<file path="src/rtl/axi_mm_ring_writer.sv">
// axi_mm_ring_writer: buffers an AXI-Stream input in a small FIFO and writes it
// as INCR bursts into a circular memory region over AXI4 write channels.
// Committed-but-unreleased beats are tracked as occupancy; the consumer returns
// space through free_valid/free_beats. flush empties the ring after any burst
// in flight has completed.
// Optional feature macro: AXI_MM_RING_TIMEOUT_EN (idle timeout forces a partial
// burst of whatever the FIFO holds).
module axi_mm_ring_writer #(
    parameter int C_WIDTH     = 64,
    parameter int C_BASE_ADDR = 0,
    parameter int C_MEM_SIZE  = 1048576,
    parameter int C_BURST_LEN = 16,
    parameter int C_TIMEOUT   = 64,
    localparam int BYTES = C_WIDTH / 8,
    localparam int CAP   = C_MEM_SIZE / BYTES,
    localparam int AW    = $clog2(C_BASE_ADDR + C_MEM_SIZE),
    localparam int OW    = $clog2(CAP + 1)
) (
    input  logic               clk,
    input  logic               rst_n,
    input  logic               flush,
    input  logic               free_valid,
    input  logic [OW-1:0]      free_beats,
    output logic [OW-1:0]      occupancy,
    output logic [AW-1:0]      wr_addr,
    output logic               error,
    input  logic [C_WIDTH-1:0] s_axis_tdata,
    input  logic               s_axis_tlast,
    input  logic               s_axis_tvalid,
    output logic               s_axis_tready,
    output logic [AW-1:0]      m_axi_awaddr,
    output logic [7:0]         m_axi_awlen,
    output logic               m_axi_awvalid,
    input  logic               m_axi_awready,
    output logic [2:0]         m_axi_awsize,
    output logic [1:0]         m_axi_awburst,
    output logic [BYTES-1:0]   m_axi_wstrb,
    output logic [C_WIDTH-1:0] m_axi_wdata,
    output logic               m_axi_wlast,
    output logic               m_axi_wvalid,
    input  logic               m_axi_wready,
    input  logic [1:0]         m_axi_bresp,
    input  logic               m_axi_bvalid,
    output logic               m_axi_bready
);
    localparam int DEPTH = 2 * C_BURST_LEN;
    localparam int PW    = $clog2(DEPTH);
    localparam int CW    = $clog2(DEPTH + 1);
    localparam int BSH   = $clog2(BYTES);
    localparam int SW    = ((OW > CW) ? OW : CW) + 1;
    localparam logic [AW:0] END_ADDR = (AW+1)'(C_BASE_ADDR + C_MEM_SIZE);

    localparam logic [1:0] ST_IDLE = 2'd0;
    localparam logic [1:0] ST_ADDR = 2'd1;
    localparam logic [1:0] ST_DATA = 2'd2;
    localparam logic [1:0] ST_RESP = 2'd3;

    logic [C_WIDTH-1:0] mem [DEPTH];
    logic [PW-1:0]      wptr, rptr;
    logic [CW-1:0]      count;
    logic [1:0]         state;
    logic               drain, pend, run;
    logic [CW-1:0]      blen, beat;
    logic [AW-1:0]      aw_addr;

    logic               push, pop, commit, w_last_hs, trigger, timeout_hit, flushing;
    logic [AW-1:0]      beat_idx;
    logic [CW-1:0]      to_bound, burst_n;
    logic [SW-1:0]      free_space, occ_sum;
    logic [OW-1:0]      occ_next;
    logic [AW:0]        addr_sum;

    assign s_axis_tready = run && (count != CW'(DEPTH)) && !pend && !flush;
    assign push      = s_axis_tvalid && s_axis_tready;
    assign pop       = (state == ST_DATA) && m_axi_wready;
    assign w_last_hs = pop && m_axi_wlast;
    assign commit    = (state == ST_RESP) && m_axi_bvalid;
    assign flushing  = (state == ST_IDLE) && pend;

    // Base is 4 KiB aligned, so the in-chunk beat offset comes straight from wr_addr.
    assign beat_idx   = wr_addr >> BSH;
    assign to_bound   = CW'(C_BURST_LEN) - CW'(beat_idx & AW'(C_BURST_LEN - 1));
    assign burst_n    = (count < to_bound) ? count : to_bound;
    assign free_space = SW'(CAP) - SW'(occupancy);
    assign trigger    = (state == ST_IDLE) && !pend && (count != '0) &&
                        ((count >= to_bound) || drain) && (free_space >= SW'(burst_n));
    assign addr_sum   = {1'b0, wr_addr} + ((AW+1)'(blen) << BSH);

    assign m_axi_awaddr  = aw_addr;
    assign m_axi_awlen   = 8'(blen - CW'(1));
    assign m_axi_awvalid = (state == ST_ADDR);
    assign m_axi_awsize  = 3'(BSH);
    assign m_axi_awburst = 2'b01;
    assign m_axi_wstrb   = '1;
    assign m_axi_wdata   = mem[rptr];
    assign m_axi_wlast   = (beat == blen - CW'(1));
    assign m_axi_wvalid  = (state == ST_DATA);
    assign m_axi_bready  = (state == ST_RESP);

    // Net occupancy: a commit and a release in the same cycle both apply; release saturates at 0.
    always_comb begin
        occ_sum  = SW'(occupancy) + (commit ? SW'(blen) : '0);
        occ_next = OW'(occ_sum);
        if (free_valid) begin
            if (SW'(free_beats) > occ_sum) occ_next = '0;
            else                           occ_next = OW'(occ_sum - SW'(free_beats));
        end
    end

`ifdef AXI_MM_RING_TIMEOUT_EN
    localparam int TW = $clog2(C_TIMEOUT + 1);
    logic [TW-1:0] idle_cnt;

    // Idle counter: restarts on every accepted beat, saturates at C_TIMEOUT while data waits.
    always_ff @(posedge clk or negedge rst_n) begin
        if (!rst_n)                              idle_cnt <= '0;
        else if (push || count == '0 || flushing) idle_cnt <= '0;
        else if (idle_cnt != TW'(C_TIMEOUT))     idle_cnt <= idle_cnt + TW'(1);
    end
    assign timeout_hit = (idle_cnt == TW'(C_TIMEOUT));
`else
    assign timeout_hit = 1'b0;
`endif

    // FIFO storage (data only, never reset).
    always_ff @(posedge clk) begin
        if (push) mem[wptr] <= s_axis_tdata;
    end

    // FIFO pointers and fill count; a serviced flush discards everything buffered.
    always_ff @(posedge clk or negedge rst_n) begin
        if (!rst_n) begin
            wptr  <= '0;
            rptr  <= '0;
            count <= '0;
        end else if (flushing) begin
            wptr  <= '0;
            rptr  <= '0;
            count <= '0;
        end else begin
            if (push) wptr <= wptr + PW'(1);
            if (pop)  rptr <= rptr + PW'(1);
            count <= count + CW'(push) - CW'(pop);
        end
    end

    // Burst sequencer: one burst outstanding, AW before W, then wait for B.
    always_ff @(posedge clk or negedge rst_n) begin
        if (!rst_n) begin
            state   <= ST_IDLE;
            blen    <= '0;
            beat    <= '0;
            aw_addr <= AW'(C_BASE_ADDR);
        end else begin
            case (state)
                ST_IDLE: if (trigger) begin
                    blen    <= burst_n;
                    beat    <= '0;
                    aw_addr <= wr_addr;
                    state   <= ST_ADDR;
                end
                ST_ADDR: if (m_axi_awready) state <= ST_DATA;
                ST_DATA: if (pop) begin
                    beat <= beat + CW'(1);
                    if (m_axi_wlast) state <= ST_RESP;
                end
                ST_RESP: if (m_axi_bvalid) state <= ST_IDLE;
                default: state <= ST_IDLE;
            endcase
        end
    end

    // Ring bookkeeping: commit on B, release from consumer, drain/flush/error flags.
    always_ff @(posedge clk or negedge rst_n) begin
        if (!rst_n) begin
            run       <= 1'b0;
            wr_addr   <= AW'(C_BASE_ADDR);
            occupancy <= '0;
            error     <= 1'b0;
            drain     <= 1'b0;
            pend      <= 1'b0;
        end else begin
            run <= 1'b1;
            if (flushing) begin
                wr_addr   <= AW'(C_BASE_ADDR);
                occupancy <= '0;
                error     <= 1'b0;
                drain     <= 1'b0;
                pend      <= 1'b0;
            end else begin
                if (flush) pend <= 1'b1;
                occupancy <= occ_next;
                if (commit) begin
                    wr_addr <= (addr_sum == END_ADDR) ? AW'(C_BASE_ADDR) : addr_sum[AW-1:0];
                    if (m_axi_bresp != 2'b00) error <= 1'b1;
                end
                if ((push && s_axis_tlast) || timeout_hit) drain <= 1'b1;
                else if (w_last_hs && count == CW'(1) && !push) drain <= 1'b0;
            end
        end
    end
endmodule

</file>
<file path="config.mk">
export PLATFORM = sky130hd
export DESIGN_NAME = axi_mm_ring_writer
export DESIGN_NICKNAME = d
export VERILOG_FILES = /design/src/rtl/axi_mm_ring_writer.sv
export SDC_FILE = /design/constraint.sdc
export NUM_CORES = 2
export LEC_CHECK = 0
export BUFFER_PORTS_ARGS = -buffer_cell sky130_fd_sc_hd__buf_2
export CAP_MARGIN = 20
export CORE_ASPECT_RATIO = 1.2
export CORE_MARGIN = 2
export CORE_UTILIZATION = 35
export DETAILED_ROUTE_END_ITERATION = 6
export SLEW_MARGIN = 10
export SYNTH_ARGS = -nofsm -noshare
export SYNTH_HDL_FRONTEND = slang
export SYNTH_SLANG_ARGS = --single-unit
</file>
<file path="constraint.sdc">
create_clock -name clk -period 15.4 [get_ports clk]
set_clock_uncertainty 0.05 [all_clocks]
set_input_delay 1.54 -clock clk [delete_from_list [all_inputs] [get_ports clk]]
set_output_delay 1.54 -clock clk [all_outputs]
set_load 0.005 [all_outputs]
</file>
# Word-level counts from Yosys, hierarchy flattened

Memory sizes are Yosys's and may differ from the RTL's.
Cells that the tools add are included.
Widths: inputs -> output; s select.

Memories: 1
Output and inout bits: 149
Bits of input ports: 93
Logic and storage cells: 107
Bits in registers: 92
RAM bits: 2048

Reductions and logical operators: 33
Muxes and demuxes: 32
Add/sub/neg operators: 12
Equal/unequal tests: 12
$lt $le $gt $ge: 4

Memory list:

| memory | depth | bits a word | rd ports | clocked after Yosys merged registers in | wr ports | line | source |
|---|---|---|---|---|---|---|---|
| mem    | 32    | 64          | 1        | 0                                       | 1        | 58   | `logic [C_WIDTH-1:0] mem [DEPTH];` |

Operators by type and width:

| cell                   | number |
|---|---|
| $mux 20                | 3 |
| $mux 18                | 3 |
| $mux 6                 | 5 |
| $add 20x9->21          | 1 |
| $eq 21x21->1 const B   | 1 |
| $mux 5                 | 4 |
| $add 18x6->19          | 1 |
| $ge 19x6->1            | 1 |
| $gt 18x19->1           | 1 |
| $sub 18x18->19 const A | 1 |
| $sub 18x18->18         | 1 |
| $logic_and 1x1->1      | 15 |
| $reduce_bool 2->1      | 7 |
| $pmux 6 s2             | 1 |
| $add 5x1->5 const B    | 2 |
| $mux 1                 | 10 |
| $mux 2                 | 5 |
| $pmux 2 s4             | 1 |
| $sub 6x1->7 const B    | 1 |
| $add 6x1->6            | 1 |
| $add 6x1->6 const B    | 1 |
| $eq 6x1->1 const B     | 1 |
| $eq 6x6->1             | 1 |
| $ge 6x6->1             | 1 |
| other kinds (17)       | 24 |

# Logic depth before layout (Yosys ltp)

Depth after elaboration: 10
Gate-level depth with buffers: 24
Depth with buffers taken out: 22

# Worst setup path after synthesis

OpenSTA, ideal clock, no wires.

Kind: in2reg
Start: input port flush
End: memory mem[23][0], enable pin
Cell stages on the path: 7
Data required time: 14772 ps
Slack: 7492 ps
Path buffers: 1
Library setup time: 578 ps
Arrival time: 7280 ps
Cell sequence: inv_1 -> nand3b_1 -> a41oi_1 -> and2_1 -> clkbuf_1 -> nand3_1 -> nor3b_1

Cells in the longest elaborated chain, start to end: 5

RTL lines:

| item                         | line | source |
|---|---|---|
| from (decl)                  | 21   | `input logic flush,` |
| $logic_not 1->1              | 73   | `assign s_axis_tready = run && (count != CW'(DEPTH)) && !pend && !flush;` |
| $logic_and 1x1->1            | 73   |  |
| net s_axis_tready            | 30   | `output logic s_axis_tready,` |
| $logic_and 1x1->1            | 74   | `assign push = s_axis_tvalid && s_axis_tready;` |
| $mux 1                       | 127  | `if (push) mem[wptr] <= s_axis_tdata;` |
| $mux 1 (not written as such) | 127  |  |
| to (decl)                    | 58   |  |

The timed path passes the listed nets, and every way through them passes these cells.

# Worst setup path after layout

Start: register rptr[0]
End: output port m_axi_wdata[61]

Cells in the longest elaborated chain, start to end: 1

RTL lines:

| item                   | line | source |
|---|---|---|
| from (decl)            | 59   | `logic [PW-1:0] wptr, rptr;` |
| from (signal assigned) | 142  | `if (pop) rptr <= rptr + PW'(1);` |
| $mem_v2 32x64          | n/a  |  |
| to (decl)              | 38   | `output logic [C_WIDTH-1:0] m_axi_wdata,` |

Every way passes these cells.

==> flow_summary_export.csv <==
group,metric,value,unit
grt,grt_pass1_vias,40900,
timing,hold_ws,0.433,ns
power,p_total,14.8,mW
floorplanning,row_count,197,
route,viasPerCell,5.34,
synth,yosysMostFrequentCell,"edfxtp_1",
clock_tree,clkTransAtPathRegs,0.06,ns
placement,routabilityCongestion,0.796,
synth,synth_cells,3761,
timing,relSlewSlack,0.222,
min_path,hold_class,"register to register",
clock_tree,ctsResizeCount,0,
floorplanning,start_util,0.352,
finish,fin_area,0.0966,mm2
route,wl,211000,um
floorplanning,dieArea,0.245,mm2
power,power.leakage,30.4,nW
route,vias,39900,
synth,synth-compound-area-share,0.0126,
timing,tns,0,ns
synth,synth.area.mux_share,0.182,
setup_path,critPathBufInv,4,
route,drc_errors,0,
setup_path,crit_type,"register to primary output",
floorplanning,die_h,542,um
finish,fin_cells,7473,
setup_path,slowest_delay,0.96,ns
synth,synth-seq-cells,2134,
synth,yosysWarnings,0,
floorplanning,num_io_pins,242,
route,antenna_left,0,
placement,dp.cells,7085,
setup_path,endpoint_kind,"primary output",
synth,synth_area_per_cell,22.4,um2
clock_tree,cts_buffer_depth,4,
clock_tree,clock-sinks,2134,
outcome,outcome,"finished, final reports clean",
synth,synthSimpleGateAreaFrac,0.0175,
synth,synth_top_area_cell,"edfxtp_1",
synth,ys.flop_type,"edfxtp_1",
placement,place_area,0.0899,mm2
setup_path,path_common_cell,"buf_4",
grt,grtUsageMet2,0.288,
setup_path,slowest_stage,"dfrtp_4",
finish,fin_util,0.403,
grt,antenna_found_initial,30,
setup_path,critical-path-top-delay-family,"buffers and inverters",
clock_tree,clk_latency,0.86,ns
synth,seq_area_frac_synth,0.754,
timing,tightest_slew,1.17,ns
clock_tree,postCtsHoldBufs,0,
synth,synth_edf_count,2048,
route,wl_per_cell,28.2,um
synth,ys_async_sr_fraction,0.0403,
clock_tree,cts_made_buffers,215,
job,drv_cap,0,
timing,hold_viol,0,
finish,drive_gt1_frac,0.325,
setup_path,critPathMaxFanout,44,
synth,synth_top_family_by_area,"multiplexers",
synth,synthAdderAreaFrac,0.0130,
synth,syn_area,0.0844,mm2
route,drtIter0Drc,4339,
route,drt_pass1_iterations,5,
synth,synthTopCellsByCount,"edfxtp_1, mux4_2, clkbuf_1",
grt,met3_usage,0.0298,
timing,period_minus_slack,7.44,ns
floorplanning,die_w,452,um
setup_path,path_cells,"buf_4 > buf_4 > buf_4 > mux4_2 > mux4_2 > mux2_2 > buf_2",
power,vdd.ir_drop.worst,0.190,mV
setup_path,startpoint_type,"register",
clock_tree,htreeDepth,4,
placement,place_ws,8.59,ns
timing,grt_setup_unrepaired,"false",
power,pwr_density_cell,153,mW/mm2
synth,synthXorXnorAreaFrac,0.00726,
synth,ys_types,66,
setup_path,required,13.81,ns
finish,syn2layout_area_growth,14.5,%
placement,io_buffers,222,
timing,fin_ws,7.96,ns
placement,hpwl,113000,um
grt,grtUsageMet1,0.226,
synth,synth_area_leaders,"edfxtp_1, mux4_2, dfrtp_1",
timing,min_period_over_period,0.483,
floorplanning,core,0.240,mm2
setup_path,arrival,5.85,ns
grt,gr-total-overflow,0,
timing,finalMaxSlewViolations,0,
finish,nets,4297,
timing,setup_viol,0,
clock_tree,cts_tree,"done",
grt,grt_max_degree,144,
grt,busiest_layer,"met2",
timing,fmax,134,MHz
synth,yosysTopAreaCellShare,0.729,
grt,grt_use_total,0.170,
clock_tree,postCtsSetupBuffers,0,
grt,grt_pass1_wl,299000,um
clock_tree,root_buffer,"clkbuf_16",
-- kinds of logic (layout without fill, tap and decap cells) --
| family | count (synthesis) | after routing |
|---|---|---|
| multiplexers | 725 | 725 |
| buffers and inverters | 276 | 778 |
| XOR/XNOR | 70 | 70 |
| AO/OA/AOI/OAI | 165 | 165 |
| AND/OR/NAND/NOR | 304 | 304 |
| other | 2 | 28 |
| adder cells (fa/ha/maj) | 85 | 85 |
| flip-flops | 2134 | 2134 |
-- cell type report --
| class | count | area [um2] |
|---|---|---|
| well taps | 3184 | 3980 |
| inverters | 77 | 289 |
| clock inverters | 130 | 1210 |
| flip-flops and latches | 2134 | 63700 |
| multi-input cells | 1370 | 19900 |
| repair buffers | 321 | 2000 |
| fillers | 20900 | 143000 |
| clock buffers | 250 | 5510 |
| diodes | 7 | 17.5 |
-- worst paths after layout --
check / start / end / slack [ns] / cells after the start
hold reg to reg: m_axi_awaddr[3] / m_axi_awaddr[3] / 0.43 / 2
min in group asynchronous: rst_n / occupancy[7] / 0.66 / 1
setup reg to reg: state[0] / occupancy[16] / 9.74 / 22
hold / removal: m_axi_awaddr[3] / m_axi_awaddr[3] / 0.43 / 2
setup / recovery: rptr[0] / m_axi_wdata[61] / 7.96 / 7
max in group asynchronous: rst_n / m_axi_awaddr[11] / 13.61 / 2
-- metal layers --
| metal | routed length (um) | vias up | part of all wire |
|---|---|---|---|
| met2 | 106000 | 1323 | 0.50 |
| met1 | 86300 | 21800 | 0.41 |
| li1 | - | 16500 | - |
| met4 | 5000 | 20 | 0.024 |
| met5 | 115 | - | 0.00055 |
| met3 | 13600 | 334 | 0.065 |
-- power by group --
part / total, mW / internal, mW / leakage [nW] / switching (mW)
Sequential: 6.58 / 6.44 / 19.5 / 0.148
Combinational: 3.16 / 1.60 / 7.62 / 1.56
Clock: 5.06 / 2.87 / 3.28 / 2.18
Total: 14.8 / 10.9 / 30.4 / 3.89
-- worst min-delay path: stages, from the launching register on --
cell and delay, ns:
dfrtp_1 0.34, nand2_1 0.05, o21ai_0 0.06
-- registers in the layout (all words and copies together), names as in the netlist --
signal and count:
mem 2048, occupancy 18, m_axi_awaddr 17, wr_addr 17, beat 6, blen 6
count 6, rptr 5, wptr 5, state 2, drain 1, error 1
pend 1, run 1
-- layout by cell type, fill, tap and decap left out, types with 51 or more instances in the layout --
cell type	n
nor2_1	83
clkbuf_16	215
ha_1	81
inv_1	77
edfxtp_1	2048
mux2_2	80
clkinv_1	51
buf_2	221
dfrtp_1	81
mux4_2	640
buf_4	91
nand2_1	59
a21oi_1	56
Power figures use the tool's default switching activity.
